## src/rtl/rgb_fpga_line_rx.sv

```systemverilog
// rgb_fpga_line_rx
// Receiver and decoder for the LED-matrix line stream (shift clock, data,
// latch and output enable). It assembles one 32-bit column word per latch.
// Over a 256-latch PWM frame it counts the on-bits of each column, which
// recovers the 8-bit intensity of that column.
// Optional feature macro: RGB_LINE_RX_OE_CHECK_EN. When it is defined, a
// latch rising edge seen while oe_i is high sets the sticky oe_err flag.
module rgb_fpga_line_rx (
    input  logic            clk,
    input  logic            rst,
    input  logic            enable,
    input  logic            clk_i,
    input  logic            line_i,
    input  logic            lat_i,
    input  logic            oe_i,
    output logic [31:0]     col_q,
    output logic [31:0][7:0] data_o,
    output logic            data_vld,
    output logic            len_err,
    output logic            oe_err
);

    typedef enum logic {
        IDLE = 1'b0,
        RUN  = 1'b1
    } state_t;

    localparam logic [5:0] BITS_PER_WORD = 6'd32;
    localparam logic [5:0] BIT_CNT_SAT   = 6'd33;

    state_t           state_q;
    state_t           state_d;
    logic             run;

    logic             clk_i_d;
    logic             lat_i_d;
    logic             rise_clk;
    logic             rise_lat;

    logic [31:0]      sr;
    logic [5:0]       bit_cnt;
    logic [7:0]       lat_cnt;
    logic [31:0][8:0] acc;

    logic [31:0]      sr_upd;
    logic [5:0]       bit_cnt_upd;
    logic             word_ok;
    logic             word_bad;
    logic             frame_end;
    logic [31:0][8:0] acc_sum;
    logic [31:0][7:0] data_next;

    // Two-state controller: RUN while enabled, IDLE otherwise
    always_ff @(posedge clk) begin
        if (rst) begin
            state_q <= IDLE;
        end else begin
            state_q <= state_d;
        end
    end

    // Next state follows enable; leaving RUN clears the datapath on the same edge
    always_comb begin
        state_d = state_q;
        case (state_q)
            IDLE:    if (enable)  state_d = RUN;
            RUN:     if (!enable) state_d = IDLE;
            default: state_d = IDLE;
        endcase
        run = (state_d == RUN);
    end

    // Edge registers keep tracking while disabled, so a level that is already high never looks like a new edge
    always_ff @(posedge clk) begin
        if (rst) begin
            clk_i_d <= 1'b0;
            lat_i_d <= 1'b0;
        end else begin
            clk_i_d <= clk_i;
            lat_i_d <= lat_i;
        end
    end

    assign rise_clk = clk_i & ~clk_i_d;
    assign rise_lat = lat_i & ~lat_i_d;

    // Apply this cycle's shift before the latch looks at the word, so a bit and a latch arriving together count the bit
    always_comb begin
        sr_upd      = sr;
        bit_cnt_upd = bit_cnt;
        if (rise_clk) begin
            if (bit_cnt < BITS_PER_WORD) begin
                sr_upd[bit_cnt[4:0]] = line_i;
            end
            if (bit_cnt != BIT_CNT_SAT) begin
                bit_cnt_upd = bit_cnt + 6'd1;
            end
        end
        word_ok   = rise_lat && (bit_cnt_upd == BITS_PER_WORD);
        word_bad  = rise_lat && (bit_cnt_upd != BITS_PER_WORD);
        frame_end = word_ok && (lat_cnt == 8'hFF);
    end

    // Per-column running count plus the current word, clamped to 8 bits for the frame result
    always_comb begin
        acc_sum   = '0;
        data_next = '0;
        for (int c = 0; c < 32; c++) begin
            acc_sum[c] = acc[c] + {8'd0, sr_upd[c]};
            if (acc_sum[c][8]) begin
                data_next[c] = 8'hFF;
            end else begin
                data_next[c] = acc_sum[c][7:0];
            end
        end
    end

    // Shift, latch and frame bookkeeping; disabling clears everything except the last frame result
    always_ff @(posedge clk) begin
        if (rst) begin
            sr       <= '0;
            bit_cnt  <= '0;
            lat_cnt  <= '0;
            acc      <= '0;
            col_q    <= '0;
            data_o   <= '0;
            data_vld <= 1'b0;
            len_err  <= 1'b0;
        end else if (!run) begin
            sr       <= '0;
            bit_cnt  <= '0;
            lat_cnt  <= '0;
            acc      <= '0;
            col_q    <= '0;
            data_vld <= 1'b0;
            len_err  <= 1'b0;
        end else begin
            data_vld <= 1'b0;
            sr       <= sr_upd;
            bit_cnt  <= bit_cnt_upd;
            if (rise_lat) begin
                bit_cnt <= '0;
            end
            if (word_ok) begin
                col_q   <= sr_upd;
                lat_cnt <= lat_cnt + 8'd1;
                if (frame_end) begin
                    data_o   <= data_next;
                    data_vld <= 1'b1;
                    acc      <= '0;
                end else begin
                    acc <= acc_sum;
                end
            end else if (word_bad) begin
                len_err <= 1'b1;
                acc     <= '0;
                lat_cnt <= '0;
            end
        end
    end

`ifdef RGB_LINE_RX_OE_CHECK_EN
    // Sticky flag for a latch edge while the panel outputs are on; the latch itself is still processed
    always_ff @(posedge clk) begin
        if (rst) begin
            oe_err <= 1'b0;
        end else if (!run) begin
            oe_err <= 1'b0;
        end else if (rise_lat && oe_i) begin
            oe_err <= 1'b1;
        end
    end
`else
    logic unused_oe;
    assign unused_oe = oe_i;
    assign oe_err    = 1'b0;
`endif

endmodule

```

## config.mk

```make
export PLATFORM = sky130hd
export DESIGN_NAME = rgb_fpga_line_rx
export DESIGN_NICKNAME = d
export VERILOG_FILES = /design/src/rtl/rgb_fpga_line_rx.sv
export SDC_FILE = /design/constraint.sdc
export NUM_CORES = 1
export LEC_CHECK = 0
export CAP_MARGIN = 20
export CORE_ASPECT_RATIO = 1.25
export CORE_MARGIN = 5
export CORE_UTILIZATION = 45
export CTS_CLUSTER_SIZE = 20
export DETAILED_ROUTE_END_ITERATION = 10
export PLACE_DENSITY = 0.72
export SKIP_CTS_REPAIR_TIMING = 1
export SLEW_MARGIN = 25
export SYNTH_ARGS = -nofsm -noshare
export SYNTH_HDL_FRONTEND = slang
export SYNTH_SLANG_ARGS = --single-unit
```

## constraint.sdc

```tcl
create_clock -name clk -period 4.6 [get_ports clk]
set_input_delay 1.15 -clock clk [delete_from_list [all_inputs] [get_ports clk]]
set_output_delay 1.15 -clock clk [all_outputs]
set_load 0.05 [all_outputs]
```

==> results by group <==
Run status
  – Outcome: completed

Global route
  – Pin count of the biggest net entering global routing: 143
  – GRT Util Overall: between 20% and 30%
  – Vias in the first global route: approximately 24,000
  – First-pass GRT wire length: 132 mm
  – Total gr overflow: 0
  – Initial antenna violation count: 2

Drt
  – DR iter-0 viols: 1,720
  – Antenna Violating Nets Remaining: 0
  – DR DRC count: 0
  – Drt pass-1 iters: 5
  – DR vias: between 20,000 and 30,000
  – Routed WL: 82.0 mm
  – Via density: slightly below 6
  – Avg WL per Cell: approximately 19 um

Synth
  – Synth Flop Type: dfxtp_1
  – Post-synthesis sequential area ratio: 43.5%
  – Post-synth cell types: 54
  – Async S/R FF share, synth: 0%
  – Cell Area, Synth: 0.0288 sq mm
  – Mapped Cells: about 3,300
  – Seq cells post-synth: 626
  – Synth warn: 0
  – Post-synth EDFFs: 0
  – Net Count, Synth: 3,402
  – Mapped Avg Cell Area: ~8.7 sq um

Cells and area
  – Layout cells sized above 1: 5.17%
  – Final core occ: a little over half
  – Area delta synth->final: 20.0%
  – Final nets: 3,547
  – Layout Cells excl Fill: 4,362

Flow run
  – Max_cap viols: 0

Power and ir drop
  – P_sw: 2.49 mW
  – P_int: 8.92 mW
  – Share of power burned in the clock network: 49.8%
  – Power density over cell area: 330 mW/mm^2
  – VDD IR-drop max: around 0.26 mV
  – Seq pwr share: 47.5%
  – Switching Share: 21.8%
  – Comb pwr share: under 10%
  – Leakage power figure: 11.7 nW

Timing
  – Final Hold Viols: 0
  – Maximum clock frequency: ~260 MHz
  – Min Tclk post-route: 3.80 ns
  – Clock skew: approximately 0.023 ns
  – Period Utilization, post-route: 82.5%
  – Worst-margin pin slew: 1.00 ns
  – Total negative slack: 0 ns
  – Unrepaired setup endpoints after global routing: false
  – Relative slew slack: between 30 and 40%
  – Pins over their slew limit: 0
  – Setup violators final: 0

Critical path
  – Req. time, crit path: 5.05 ns
  – Crit path DAT: 4.25 ns
  – Crit path launch type: input port
  – Crit path max fanout: 9
  – CP Capture Type: flip-flop
  – Class of the most critical setup path: in -> reg

CTS
  – Sink Count: 626
  – CTS max path bufs: 3
  – H-tree depth: 3
  – CTS buffer count: 67
  – Worst-path clk slew: 0.06 ns
  – Root Buffer: clkbuf_16
  – Worst-Skew Late Latency: 0.60 ns
  – CTS tree: yes

Placed design
  – DP Wirelength: 51.1 mm
  – Port Buffer Count: 295
  – GP Congestion: 0.839
  – Post-placement cell count: around 4,200

Die
  – Core area: 0.0634 sq mm
  – Die height: 293 um
  – Top Ports: 298
  – Starting Density: 45.5%
  – Chip Width: 236 um
  – Rows: 103
  – Die ar.: 0.0693 sq mm

Min path
  – Worst Hold Class: reg -> reg
-- critical path, stage by stage --
cell             delay [ns]
clkdlybuf4s50_1        0.54
nor3b_1                0.23
buf_4                  0.19
and2_1                 0.22
nand2_1                0.10
mux2i_1                0.46
inv_1                  0.14
ha_1                   0.22
nand4_1                0.19
nor3_1                 0.12
xnor2_1                0.49
a311oi_1               0.18
-- area by class of cell --
cell class,instances,area (sq um)
Fill cell,5852,28800
Multi-Input combinational cell,2362,14900
Sequential cell,626,12500
Timing Repair Buffer,346,3580
Clock buffer,104,2080
Tap cell,840,1050
Inverter,67,251
Clock inverter,15,239
Antenna cell,2,5.00
-- cells by family (layout without fill, tap and decap cells) --
group           Yosys count  count (layout)  synth area share, %
simple gates           1185            1185                 19.3
compound gates          881             881                 21.9
flops                   626             626                 43.5
buf+inv                 337             532                 5.33
xor+xnor                191             191                 5.80
fa+ha+maj                70              70                 3.04
mux                      34              34                 1.18
other cells               1               3               0.0130
-- worst paths after layout --
check | from | to | slack [ns] | cells after the start
worst max-delay path | clk_i | data_o[73]$_SDFFE_PP0P_ | 0.80 | 12
worst min-delay path | col_q[31]$_SDFFE_PP0P_ | col_q[31]$_SDFFE_PP0P_ | 0.46 | 2
worst max register to register | bit_cnt[2]$_SDFF_PP0_ | data_o[5]$_SDFFE_PP0P_ | 1.33 | 10
worst min register to register | col_q[31]$_SDFFE_PP0P_ | col_q[31]$_SDFFE_PP0P_ | 0.46 | 2
-- cell usage in the layout, fill, tap and decap left out, types with 33 or more instances in the layout --
master           count
nand4_1            103
a211oi_1           143
and3_1              35
a311oi_1           144
clkdlybuf4s50_1    294
ha_1                70
xnor2_1            127
nor2_1             257
nor3b_1             68
a22o_1              39
nor3_1              67
o2111ai_1           56
o211ai_1            54
a31oi_1            287
o21ai_0            101
mux2i_1             33
nand2_1            462
nor2b_1             85
clkbuf_16           71
inv_1               67
xor2_1              64
nand3_1             70
dfxtp_1            626
-- routing by layer --
metal	vias to the layer above	part of all wire, %	track usage [%]
met3	130	4.8	3.97
met1	12200	44	29.2
met5	-	0.016	0
met2	568	48	38.0
li1	12500	-	-
met4	2	3.3	8.20
-- power by group through the flow --
stage	Clock (mW)	Sequential, mW	Combinational, mW
6_report	5.68	5.42	0.306
5_1_grt	6.03	5.42	0.323
4_1_cts	5.81	5.42	0.304
3_5_place_dp	0	5.55	0.305
3_3_place_gp	0	5.55	0.306
2_1_floorplan	0	5.55	0.213
-- synthesized netlist by cell type (64+ instances only) --
cell / instances / area [sq um]
dfxtp_1: 626 / 12500
nand2_1: 463 / 1740
a31oi_1: 287 / 1800
nor2_1: 258 / 968
clkbuf_1: 149 / 559
a311oi_1: 145 / 1270
a211oi_1: 143 / 1070
xnor2_1: 127 / 1110
nand4_1: 103 / 644
o21ai_0: 101 / 505
nor2b_1: 86 / 538
buf_2: 76 / 380
ha_1: 70 / 876
nand3_1: 70 / 350
nor3_1: 68 / 340
nor3b_1: 68 / 510
inv_1: 67 / 251
xor2_1: 64 / 561
-- sequential cells by signal, indices dropped and copies added (netlist names) --
register	flops
acc	288
data_o	256
col_q	32
sr	32
lat_cnt	8
bit_cnt	6
clk_i_d	1
data_vld	1
lat_i_d	1
len_err	1
-- per-stage QoR --
stage / worst slack (ns) / power, mW / instance area [sq um] / hold slack, ns
6_report: 0.803 / 11.4 / 34600 / 0.455
5_1_grt: 0.472 / 11.8 / 34600 / 0.502
4_1_cts: 0.785 / 11.5 / 34600 / 0.460
3_5_place_dp: 0.165 / 5.85 / 32300 / 0.452
3_3_place_gp: 0.287 / 5.85 / 32300 / 0.451
2_1_floorplan: 0.875 / 5.76 / 28800 / 0.433
Power figures use the tool's default switching activity.
